===== src/rtl/regfile_pkg.sv =====
// rtl/regfile_pkg.sv - shared widths and sequencer state encoding for the register file slice
package regfile_pkg;

  localparam int RF_DATA_W = 8;
  localparam int RF_ADDR_W = 4;

  typedef enum logic [1:0] {
    IDLE  = 2'd0,
    WRITE = 2'd1,
    READ  = 2'd2,
    RESP  = 2'd3
  } seq_state_t;

endpackage


===== src/rtl/regfile_access_sequencer.sv =====
// rtl/regfile_access_sequencer.sv - serialises upstream read/write requests onto register-file ports
module regfile_access_sequencer
  import regfile_pkg::*;
#(
  parameter int DATA_W = RF_DATA_W,
  parameter int ADDR_W = RF_ADDR_W
) (
  input  logic              CLK,
  input  logic              RST_N,
  input  logic              ReqValid,
  output logic              ReqReady,
  input  logic              ReqWrite,
  input  logic [ADDR_W-1:0] ReqAddrA,
  input  logic [ADDR_W-1:0] ReqAddrB,
  input  logic [DATA_W-1:0] ReqData,
  output logic              RspValid,
  input  logic              RspReady,
  output logic [DATA_W-1:0] RspDataA,
  output logic [DATA_W-1:0] RspDataB,
  output logic [ADDR_W-1:0] RfReadAddress1,
  output logic [ADDR_W-1:0] RfReadAddress2,
  output logic [ADDR_W-1:0] RfWriteAddress,
  output logic [DATA_W-1:0] RfWriteData,
  output logic              RfWriteEnable,
  input  logic [DATA_W-1:0] RfOutData1,
  input  logic [DATA_W-1:0] RfOutData2,
  output logic [7:0]        OpCount
);

  seq_state_t        state;
  logic [ADDR_W-1:0] addr_a;
  logic [ADDR_W-1:0] addr_b;
  logic [DATA_W-1:0] wdata;

  // Ready is combinational so the very first edge after reset release can accept
  assign ReqReady = (state == IDLE) && RST_N;

  // Register-file address/data come straight from the request latches
  assign RfReadAddress1 = addr_a;
  assign RfReadAddress2 = addr_b;
  assign RfWriteAddress = addr_a;
  assign RfWriteData    = wdata;

  // Sequencer FSM with registered outputs; reset aborts any in-flight operation
  always_ff @(posedge CLK or negedge RST_N) begin
    if (!RST_N) begin
      state         <= IDLE;
      addr_a        <= '0;
      addr_b        <= '0;
      wdata         <= '0;
      RfWriteEnable <= 1'b0;
      RspValid      <= 1'b0;
      RspDataA      <= '0;
      RspDataB      <= '0;
      OpCount       <= 8'd0;
    end else begin
      case (state)
        IDLE: begin
          if (ReqValid) begin
            addr_a <= ReqAddrA;
            if (ReqWrite) begin
              wdata         <= ReqData;
              RfWriteEnable <= 1'b1;
              state         <= WRITE;
            end else begin
              addr_b <= ReqAddrB;
              state  <= READ;
            end
          end
        end
        WRITE: begin
          // The register file commits at the edge that closes this cycle
          RfWriteEnable <= 1'b0;
          OpCount       <= OpCount + 8'd1;
          state         <= IDLE;
        end
        READ: begin
          RspDataA <= RfOutData1;
          RspDataB <= RfOutData2;
          RspValid <= 1'b1;
          state    <= RESP;
        end
        RESP: begin
          if (RspReady) begin
            RspValid <= 1'b0;
            OpCount  <= OpCount + 8'd1;
            state    <= IDLE;
          end
        end
        default: begin
          RfWriteEnable <= 1'b0;
          RspValid      <= 1'b0;
          state         <= IDLE;
        end
      endcase
    end
  end

endmodule


===== config.mk =====
export PLATFORM = sky130hd
export DESIGN_NAME = regfile_access_sequencer
export DESIGN_NICKNAME = d
export VERILOG_FILES = /design/src/rtl/regfile_pkg.sv /design/src/rtl/regfile_access_sequencer.sv
export SDC_FILE = /design/constraint.sdc
export NUM_CORES = 1
export LEC_CHECK = 0
export ABC_AREA = 1
export CAP_MARGIN = 20
export CORE_ASPECT_RATIO = 0.6
export CORE_MARGIN = 4
export CORE_UTILIZATION = 39
export CTS_BUF_LIST = sky130_fd_sc_hd__clkbuf_2
export CTS_CLUSTER_DIAMETER = 30
export DETAILED_ROUTE_END_ITERATION = 7
export PLACE_DENSITY = 0.84
export SLEW_MARGIN = 20
export SYNTH_ARGS = -nofsm -noshare
export SYNTH_HDL_FRONTEND = slang
export SYNTH_SLANG_ARGS = --single-unit

===== constraint.sdc =====
create_clock -name CLK -period 1.2 [get_ports CLK]
set_input_delay 0.3 -clock CLK [delete_from_list [all_inputs] [get_ports CLK]]
set_output_delay 0.3 -clock CLK [all_outputs]
set_load 0.1 [all_outputs]

[Word level (Yosys, flattened, before mapping)]
Cells that the tools add are included.
Cells by class
  equality and inequality tests: 6
  mux-type cells: 11
  bitwise gates (word level): 1
  add/subtract/negate cells: 1
  reduce and logical (&&, ||, !) cells: 12
Operators with widths (number)
  8-bit one-hot mux with 2 select lines: 1
  3-bit AND reduction: 3
  8-bit by 1-bit adder with 8-bit output, second input constant: 1
  8-bit 2-to-1 mux: 1
  2-bit one-hot mux with 4 select lines: 1
  2-bit AND reduction: 4
  2-bit 2-to-1 mux: 3
  2-bit != test, second input constant: 3
  2-bit nonzero test: 3
  2-bit equality test, second input constant: 2
  1-bit one-hot mux with 2 select lines: 2
  1-bit 2-to-1 mux: 3
  2-bit by 1-bit equality test with 1-bit output, second input constant: 1
  2-bit logical NOT: 1
  1-bit logical AND: 1
  1-bit NOT: 1
Storage, ports and cells
  word-level logic and storage cells: 40
  bits in registers: 44
  output and inout bits: 47

[Depth between registers and ports, before layout]
  depth after elaboration: 3
  depth in mapped cells: 7
  gate-level depth less buffers: 7

[Least setup slack after synthesis]
Ideal clock, no wire load.
  path type: register to output
  from: register state[1]
  to: output ReqReady
  stages on the path, launching flop included: 4
  path slack: -1.001 ns
  arrival: 1.901 ns
  cell sequence: dfrtp_1 nor2_1 inv_1 nor2_1
On the way
  longest elaborated chain between the ends: 2
RTL lines
  start: declaration: line regfile_access_sequencer.sv:30  | seq_state_t state;
  start signal: assignment: line regfile_access_sequencer.sv:47  | state <= IDLE;
  start signal: assignment: line regfile_access_sequencer.sv:64  | state <= WRITE;
  start signal: assignment: line regfile_access_sequencer.sv:67  | state <= READ;
  2-bit logical NOT: line regfile_access_sequencer.sv:36  | assign ReqReady = (state == IDLE) && RST_N;
  1-bit logical AND: line regfile_access_sequencer.sv:36
  end: declaration: line regfile_access_sequencer.sv:11  | output logic ReqReady,
No other way between the ends.

[Final worst setup path]
  from: register state[0]
  to: output ReqReady
The elaborated chain is that of the path after synthesis.

==> metrics.md <==
| Metric | Value |
|---|---|
| Final Cycle Share | 1.405 |
| GP Congestion | 0.7513 |
| Initial DRC Count | 83 |
| Syn Inst Count | 180 |
| Flop and latch count out of synthesis | 44 |
| Clock skew | 49.65 ps |
| Vias in the first global route | 1,857 |
| Count of final max-slew check failures | 0 |
| Sequential cell area | 1166 um^2 |
| Post-DRT Antenna Nets | 0 |
| Clock buffer depth | 2 |
| Diodes inserted | 0 |
| Most frequent cells in the layout | nand2_1 (51), buf_12 (48), clkdlybuf4s50_1 (35) |
| CP most frequent cell | nor2_4 |
| First-pass GRT wire length | 9170 um |
| Distinct cells, synth | 21 |
| Die Ht | 61.75 um |
| DRC Markers | 0 |
| Filler cell count | 246 |
| WL per Instance | 18.57 um |
| Routed wire length | 6686 um |
| Slowest Stage Delay on Critical Path | 490 ps |
| Final global-route overflow total | 0 |
| Critical path's slowest cell | dfrtp_2 |
| FP Rows | 19 |
| Core area | 4612 um^2 |
| Status | complete, but fails checks |
| Setup Viol. Count Final | 89 |
| CP max FO | 2 |
| Post-Place Setup Slack | -195.3 ps |
| Layout Cells excl Fill | 360 |
| Seq/Total Area, Yosys | 0.5863 |
| I/O pin cnt | 84 |
| Max_cap viols | 0 |
| DR vias | 1,813 |
| Max frequency | 593.0 MHz |
| Crit end category | output port |
| Dpl cells | 329 |
| Worst slew pin tran | 555.4 ps |
| Fin. Hold Viols | 0 |
| CTS tree | yes |
| Warnings from Yosys | 0 |
| Multi-input logic area | 923.4 um^2 |
| Tot GR Track Use | 0.1965 |
| Mapped Area | 1878 um^2 |
| Clk slew on worst S/H paths | 250 ps |
| HP Class | input pin to flop |
| Syn nets | 218 |
| Initial core utilization | 0.4072 |
| Mean Syn Cell Area | 10.43 um^2 |
| Layout Nets | 334 |
| Fin crit period | 1686 ps |
| Die ar. | 6026 um^2 |
| Number of CTS-inserted buffers | 5 |
| WP data required | 900 ps |
| Clk Latency, worst-skew pair | 420 ps |
| Largest delay share family, worst path | flip-flops |
| Initial antenna violation count | 0 |
| Bufs and invs on worst path | 2 |
| Cell-by-cell trace of the critical path | nor2_4 > inv_2 > nor2_4 > buf_12 |
| Via density | 5.036 |
| Max-Slew Margin vs Limit | 0.6298 |
| Violations in the final reports | negative setup slack |
| Root buffer cell | clkbuf_2 |
| H-tree lvl count | 2 |
| I/O Buffers | 83 |
| Crit start category | flop |
| DPL Wire Length | 3966 um |
| Most common cell after layout, fill and taps aside | nand2_1 |
| DR pass1 iterations | 4 |
| Worst EP arrival | 1390 ps |
| Die W | 97.59 um |
| Clock sinks | 44 |
| CP Class | flop to output port |
| Proportion of layout cells with a drive suffix above 1 | 0.5724 |
| Unrepaired setup endpoints after global routing | true |
| Synth-to-Final Area Change | 105.9% |
| Worst Slack Setup Final | -486.5 ps |
| Pin count of the biggest net entering global routing | 45 |
[cells in the mapped netlist]
| library cell | count | area, um^2 |
|---|---|---|
| xor2_1 | 1 | 8.760 |
| nand2_1 | 57 | 214.0 |
| ha_1 | 1 | 12.51 |
| nor2_1 | 6 | 22.52 |
| inv_2 | 1 | 3.750 |
| nand2_2 | 3 | 18.77 |
| inv_1 | 12 | 45.04 |
| nand4_1 | 1 | 6.260 |
| o21ai_1 | 1 | 5.000 |
| nand2_4 | 1 | 11.26 |
| buf_6 | 1 | 11.26 |
| buf_4 | 4 | 30.03 |
| mux2_4 | 8 | 120.1 |
| buf_8 | 1 | 15.01 |
| mux2_2 | 8 | 90.09 |
| nand3_1 | 19 | 95.09 |
| xnor2_1 | 2 | 17.52 |
| buf_2 | 1 | 5.000 |
| nand3b_1 | 2 | 15.01 |
| dfrtp_1 | 44 | 1101 |
| o21ai_0 | 6 | 30.03 |
[worst register-to-register path: stages (launching register included)]
cell      delay [ps]
dfrtp_2          480
buf_4            150
buf_12           140
buf_8            130
clkinv_8          60
nand2_4           60
nand2_8          110
nand4_1          120
nand2_1           90
inv_1             40
[layer usage]
metal | global-route usage | vias to the layer above | part of all wire
met5 | 0 | - | 0
met4 | 0.04142 | 0 | 0.0039
met3 | 0.07804 | 4 | 0.10
met2 | 0.3408 | 91 | 0.49
met1 | 0.2406 | 902 | 0.41
li1 | - | 816 | -
[cell type report]
type	count	area share
timing repair buffer	113	0.4032
sequential	44	0.3016
multi-input combinational	119	0.2388
tap	63	0.02039
inverter	13	0.01909
clock buffer	7	0.009061
clock inverter	1	0.007767
[state kept, by name, indices dropped and copies added, names as in the netlist]
signal and cells:
OpCount 8, RspDataB 8, RfReadAddress2 4, state 2, RfWriteEnable 1, RspValid 1, RfWriteData 8, RspDataA 8
RfReadAddress1 4
[path summary, 6_finish.rpt]
check,start,to,slack (ps),cells after the start
setup / recovery,state[0]$_DFFE_PN0P_,ReqReady,-490,4
hold / removal,ReqAddrB[3],RfReadAddress2[3]$_DFFE_PN0P_,410,3
setup reg to reg,state[1]$_DFFE_PN0P_,OpCount[6]$_DFFE_PN0P_,-230,9
hold reg to reg,RfWriteData[5]$_DFFE_PN0P_,RfWriteData[5]$_DFFE_PN0P_,570,2
max in group asynchronous,RST_N,RspDataB[7]$_DFFE_PN0P_,250,3
min in group asynchronous,RST_N,OpCount[6]$_DFFE_PN0P_,500,3
[cells by family after synthesis]
| group | after synthesis | synth area share |
|---|---|---|
| AO/OA/AOI/OAI | 7 | 0.01865 |
| XOR/XNOR | 3 | 0.01399 |
| adder cells (fa/ha/maj) | 1 | 0.006661 |
| buffers and inverters | 20 | 0.05862 |
| flip-flops | 44 | 0.5863 |
| multiplexers | 16 | 0.1119 |
| AND/OR/NAND/NOR | 89 | 0.2039 |
[metrics by stage]
stage / util / cell area [um^2] / hold slack, ps / TNS [ps]
after floorplan: - / 1991 / 4.409 / -357.2
after detailed placement: 0.7295 / 3364 / 442.3 / -4566
after CTS: 0.8068 / 3721 / 414.9 / -10620
after global placement: 0.7295 / 3364 / 436.1 / -3539
after global routing: 0.8383 / 3866 / 378.1 / -18100
final: 0.8383 / 3866 / 411.7 / -13540
[repair_timing]
action | CTS | global route
hold buffers | 1 | 0
endpoints found under the hold margin | 36 | 0
setup buffers | 17 | 2
endpoints found under the setup margin | 81 | 89
pin swaps | 14 | 13
resized for setup | 36 | 29
cloned | 3 | 0
Power is left out: the tool's default activity adds up to more than one toggle a clock period on the data nets, which glitch-free logic cannot reach.
